File: config.mk
export PLATFORM = sky130hd
export DESIGN_NAME = token_stream_rom
export DESIGN_NICKNAME = d
export VERILOG_FILES = /design/src/rtl/token_stream_rom.sv
export SDC_FILE = /design/constraint.sdc
export NUM_CORES = 2
export LEC_CHECK = 0
export ABC_AREA = 1
export CORE_MARGIN = 4
export CORE_UTILIZATION = 25
export CTS_CLUSTER_SIZE = 14
export DETAILED_ROUTE_END_ITERATION = 8
export PLACE_DENSITY = 0.45
export SYNTH_ARGS = -nofsm -noshare
export SYNTH_HDL_FRONTEND = slang
export SYNTH_SLANG_ARGS = --single-unit
File: constraint.sdc
create_clock -name clk -period 2.8 [get_ports clk]
set_clock_uncertainty 0.1 [all_clocks]
set_input_delay 0.56 -clock clk [delete_from_list [all_inputs] [get_ports clk]]
set_output_delay 0.56 -clock clk [all_outputs]
set_load 0.005 [all_outputs]
File: src/rtl/token_stream_rom.sv
// token_stream_rom: writable token store streamed over valid/ready, with a combinational debug read port.
// Optional TOKEN_ROM_CHECKSUM_EN adds csum, the modular sum of accepted tokens.
module token_stream_rom #(
    parameter int DATA_W   = 8,
    parameter int DEPTH    = 100,
    parameter int ADDR_W   = 7,
    parameter int END_CODE = 10
) (
    input  logic              clk,
    input  logic              rst_n,
    input  logic              start,
    input  logic              abort,
    input  logic [ADDR_W-1:0] base_addr,
    output logic              tok_valid,
    input  logic              tok_ready,
    output logic [DATA_W-1:0] tok_data,
    output logic              tok_last,
    output logic              busy,
    output logic              done,
    output logic              err,
    input  logic              wr_en,
    input  logic [ADDR_W-1:0] wr_addr,
    input  logic [DATA_W-1:0] wr_data,
    input  logic [ADDR_W-1:0] rd_addr,
`ifdef TOKEN_ROM_CHECKSUM_EN
    output logic [DATA_W-1:0] csum,
`endif
    output logic [DATA_W-1:0] rd_data
);
    typedef enum logic [1:0] {IDLE, SEND, DONE} state_t;
    localparam logic [ADDR_W:0]   DEPTH_X   = (ADDR_W+1)'(DEPTH);
    localparam logic [ADDR_W-1:0] LAST_ADDR = ADDR_W'(DEPTH-1);
    localparam logic [DATA_W-1:0] END_TOK   = DATA_W'(END_CODE);
    localparam logic [DATA_W-1:0] IMG [8] = '{DATA_W'(1), DATA_W'(5), DATA_W'(22), DATA_W'(1),
                                              DATA_W'(0), DATA_W'(20), DATA_W'(9), DATA_W'(10)};
    state_t            state;
    logic [ADDR_W-1:0] ptr;
    logic [DATA_W-1:0] mem [DEPTH];
    assign tok_valid = state == SEND;
    assign busy      = state != IDLE;
    assign done      = state == DONE;
    assign tok_last  = tok_valid && (tok_data == END_TOK || ptr == LAST_ADDR);
    assign rd_data   = {1'b0, rd_addr} < DEPTH_X ? mem[rd_addr] : '0;
    always_ff @(posedge clk) begin
        if (!rst_n) begin
            for (int i = 0; i < DEPTH; i++)
                mem[i] <= i < 8 ? IMG[i[2:0]] : END_TOK;
        end else if (wr_en && {1'b0, wr_addr} < DEPTH_X) begin
            mem[wr_addr] <= wr_data;
        end
    end
    // Nonblocking reads of mem give read-before-write on a same-cycle write to ptr+1.
    always_ff @(posedge clk) begin
        if (!rst_n) begin
            state    <= IDLE;
            ptr      <= '0;
            tok_data <= '0;
            err      <= 1'b0;
`ifdef TOKEN_ROM_CHECKSUM_EN
            csum     <= '0;
`endif
        end else if (abort) begin
            state <= IDLE;
        end else begin
            case (state)
                IDLE: if (start) begin
`ifdef TOKEN_ROM_CHECKSUM_EN
                    csum <= '0;
`endif
                    if ({1'b0, base_addr} < DEPTH_X) begin
                        ptr      <= base_addr;
                        tok_data <= mem[base_addr];
                        err      <= 1'b0;
                        state    <= SEND;
                    end else begin
                        err   <= 1'b1;
                        state <= DONE;
                    end
                end
                SEND: if (tok_ready) begin
`ifdef TOKEN_ROM_CHECKSUM_EN
                    csum <= csum + tok_data;
`endif
                    if (tok_last) begin
                        state <= DONE;
                    end else begin
                        ptr      <= ptr + 1'b1;
                        tok_data <= mem[ptr + 1'b1];
                    end
                end
                default: state <= IDLE;
            endcase
        end
    end
endmodule

Word-level counts from Yosys, hierarchy flattened

Memories as Yosys holds them, arrays and structs flattened.
Index checks and enable logic that the tools add are counted.

Add/sub/neg operators: 1
Multiply operators: 0
Divide/modulo/power cells: 0
Magnitude comparators: 3
Eq/ne operators: 9
Shifts and indexed selects: 0
Muxes and demuxes: 24
Bitwise operators: 2
Reductions and logical operators: 11

Operators by type and width:

| cell                | count |
|---|---|
| $mux 8              | 6 |
| $mux 7              | 5 |
| $lt 7x7->1 const B  | 3 |
| $pmux 8 s2          | 1 |
| $pmux 7 s2          | 1 |
| $eq 8x4->1 const B  | 1 |
| $mux 2              | 4 |
| $reduce_or 8->1     | 1 |
| $add 7x1->7 const B | 1 |
| $eq 7x7->1 const B  | 1 |
| $mux 1              | 6 |
| $ne 2x2->1 const B  | 3 |
| $reduce_and 3->1    | 2 |
| $reduce_and 6->1    | 1 |
| $ne 2x1->1 const B  | 2 |
| $pmux 2 s2          | 1 |
| $reduce_bool 2->1   | 2 |
| $eq 2x1->1 const B  | 1 |
| $eq 2x2->1 const B  | 1 |
| $logic_and 1x1->1   | 2 |
| $logic_not 2->1     | 1 |
| $not 1->1           | 2 |
| $reduce_or 2->1     | 1 |
| $logic_or 1x1->1    | 1 |

Register bits after elaboration: 18
Latch bits: 0
RAM bits: 800
ROM bits: 0
Logic and storage cells: 55
Memories: 1

Memory list:

| name | words | bits a word | rd ports | clocked after Yosys merged registers in | write ports | RTL line | source |
|---|---|---|---|---|---|---|---|
| mem  | 100   | 8           | 3        | 0                                       | 100         | 38       | `logic [DATA_W-1:0] mem [DEPTH];` |

Logic depth before layout (Yosys ltp)

Word-level depth: 7
Mapped depth: 18
Depth with buffers taken out: 15

Worst setup path after synthesis

Ideal clock, no wire load.

Path kind: input -> output
From: input port rd_addr[3]
To: output port rd_data[7]
Arrival: 1,861 ps
Setup slack: 279 ps
Stages: 8
Buffers on the path: 2
Path through: clkbuf_1 nor2_1 clkbuf_1 o211ai_1 nand4_1 nand3_1 nand3_1 o21a_1

Cells in the longest elaborated chain, start to end: 2
Elaborated cells on any way between the ends: 3

RTL lines:

| what                                        | RTL line | source |
|---|---|---|
| start: declaration                          | 24       | `input logic [ADDR_W-1:0] rd_addr,` |
| $mem_v2 100x8 or $lt 7x7->1 (tied branches) | --       |  |
| $mux 8 *                                    | 43       | `assign rd_data = {1'b0, rd_addr} < DEPTH_X ? mem[rd_addr] : '0;` |
| end: declaration                            | 28       | `output logic [DATA_W-1:0] rd_data` |

Every way passes the cells marked *; elsewhere a longest branch is shown, timed or not.

Worst setup path in the final report

From: input port rd_addr[1]
To: output port rd_data[5]

Same word-level chain as after synthesis.

==> results_dict.tcl <==
set metrics [dict create \
    drt_pass1_iterations 8 \
    cts_tree "done" \
    synth_mux_area_share_pct 0 \
    syn-instance-count 8762 \
    p_per_area_nw_per_um2 549 \
    worstPathRequired_ns 2.14 \
    wl_per_cell_um 25.8 \
    grt.overflow.total 0 \
    drv_slew 0 \
    clock_sinks 1042 \
    clk_pin_slew_ns 0.06 \
    holdBufCountCts 0 \
    rows 187 \
    synth-compound-area-share_pct 14.6 \
    dpl.hpwl_um 249000 \
    cts_made_buffers 133 \
    dpl.cell_count 13200 \
    register_area_um2 31100 \
    via_per_inst 5.17 \
    grt_first_pass_wirelength_um 484000 \
    outcome "finished, violations left" \
    drv_cap 0 \
    p_leak_nw 37.0 \
    critPathMaxFanout 19 \
    synth_xor_area_share_pct 0.0819 \
    via_count 70200 \
    globalplace.congestion 0.979 \
    synth_area_per_cell_um2 7.50 \
    multi_input_area_um2 31500 \
    synth_top_family_by_area "simple AND/OR/NAND/NOR gates" \
    drive_above_1_share_pct 20.7 \
    fillers 27500 \
    synthSimpleGateAreaFrac_pct 28.8 \
    synth_seq_area_share_pct 47.4 \
    area_delta_synth_final_pct 36.7 \
    whs_ns 0.363 \
    synth_top_area_share_pct 46.8 \
    instances_no_fill 13600 \
    dieHeight_um 521 \
    synth_top_area_cell "edfxtp_1" \
    route.detailed.drc 0 \
    grt_pass1_vias 66100 \
    fmaxAchievable_mhz 290 \
    syn_area_um2 65700 \
    hp-class "register to register" \
    worst_pin_slew_ns 1.21 \
    finish.utilization_pct 34.5 \
    cts_root_buf "clkbuf_16" \
    setup_ws_ns -0.650 \
    postRouteAntennaNets 0 \
    ir_drop_v 0.000690 \
    ys_top_cells_by_area "edfxtp_1, nand2_1, nand3_1, o21ai_0, nor2_1" \
    start_util_pct 25.2 \
    nets 9988 \
    ys_ff_latch 1042 \
    grt_max_degree 78 \
    synth_warnings 0 \
    period_share_pct 123 \
    slew_headroom_pct 19.3 \
    die_x_um 521 \
    layout_commonest_cell "nand2_1" \
    num_io_pins 56 \
    mostFrequentLayoutCells "nand2_1, buf_4, nand3_1" \
    critPathLaunchType "input pin" \
    cp-end-kind "output pin" \
    io_buffers 55 \
    violations "setup timing" \
    antenna_found_initial 14 \
    clk_latency_ns 0.83 \
    htree_levels 4 \
    drtIter0Drc 8379 \
    critical_path_class "input pin to output pin" \
    hold_viol_final 0 \
    grtUsageTotal_pct 24.5 \
    yosysUniqueCellTypes 41 \
    clock_path_buffers 3 \
    cp_data_arrival_time_ns 2.79 \
    coreArea_um2 261000 \
    fp.dieArea_um2 271000 \
    rsz0062_at_grt "yes" \
    period_needed_ns 3.45 \
    synthAdderAreaFrac_pct 0.0190 \
    setup_violations 14 \
    wirelength_um 349000 \
]
-- logic make-up after synthesis --
kind of cell	count (synthesis)
AOI/OAI and AO/OA	1734
xor gates and xnor gates	4
adders and majority gates	1
buffers and inverters	1445
DFF	1042
other	1
and+or+nand+nor	4535
-- per-stage QoR --
step	total power, W	area (um2)	TNS, ns	setup slack (ns)
after floorplan	0.0240	66500	0	0.279
after global placement	0.0301	81700	-181.65	-1.67
after detailed placement	0.0301	81700	-206.04	-1.62
after CTS	0.0486	87900	-5.08	-0.733
after global routing	0.0511	89800	-5.02	-0.690
final	0.0493	89800	-4.42	-0.650
-- routing by layer --
metal  global-route usage (%)  routed length (um)  vias to the layer above
met1                     32.9              147000                    34100
met3                     4.16               28300                      688
li1                         -                   -                    32000
met4                     11.2               18000                        2
met2                     38.7              156000                     3450
met5                        0                  17                        -
-- timing repair --
item                                    CTS  global route
cloned                                    9            15
endpoints found under the setup margin   18            17
resized for setup                       369           280
pin swaps                                87           104
buffers inserted                         37            43
hold endpoints to repair                  0             0
-- cells in the mapped netlist, drive strengths merged --
| master | number |
|---|---|
| nand4 | 30 |
| o41ai | 1 |
| nand3 | 1382 |
| nor4b | 1 |
| o211ai | 335 |
| nor3 | 1 |
| inv | 720 |
| or2 | 9 |
| nor2 | 964 |
| a311oi | 1 |
| o22ai | 37 |
| o21a | 1 |
| clkinv | 5 |
| nor4 | 3 |
| nand2 | 2145 |
| a21oi | 579 |
| xnor2 | 1 |
| edfxtp | 1024 |
| dfxtp | 18 |
| o311ai | 1 |
| xor2 | 3 |
| buf | 429 |
| o221ai | 2 |
| a211oi | 5 |
| conb | 1 |
| o21ai | 771 |
| ha | 1 |
| clkbuf | 291 |
| a31oi | 1 |
-- critical path, cell delays in order --
cell	delay (ns)
buf_8	0.13
inv_8	0.18
buf_12	0.19
buf_6	0.23
a21oi_1	0.06
o21ai_1	0.08
nand3_1	0.12
nand3_2	0.12
nand4_1	0.35
nand3_1	0.22
nand3_2	0.09
buf_6	0.15
nand2_8	0.07
inv_2	0.04
buf_6	0.10
-- path summary, 6_finish.rpt --
kind / startpoint / end / slack, ns / depth (start not counted)
worst max-delay path: rd_addr[1] / rd_data[5] / -0.65 / 15
worst min register to register: ptr[5]$_SDFFE_PN0P_ / ptr[5]$_SDFFE_PN0P_ / 0.36 / 2
worst min-delay path: ptr[5]$_SDFFE_PN0P_ / ptr[5]$_SDFFE_PN0P_ / 0.36 / 2
worst max register to register: ptr[0]$_SDFFE_PN0P_ / tok_data[2]$_SDFFE_PN0P_ / -0.05 / 15
-- cell type report --
class	count	share of cell area (%)
Clock buffer	163	3.88
Inverter	725	3.14
Sequential cell	1042	34.6
Timing Repair Buffer	1550	17.3
Multi-Input combinational cell	6498	35.1
Clock inverter	79	0.990
Tap cell	3496	4.87
Timing Repair inverter	2	0.0195
Antenna cell	5	0.0139
-- flip-flops by register name, summed over array words and instances (netlist names) --
register  cells
state         2
err           1
tok_data      8
mem        1024
ptr           7
-- report_power, final --
part	internal (W)	switching, W	total, W
clock	0.0102	0.00752	0.0177
combinational	0.00468	0.00817	0.0128
sequential	0.0181	0.000639	0.0187
No activity file was read; power rests on OpenSTA's default activity.
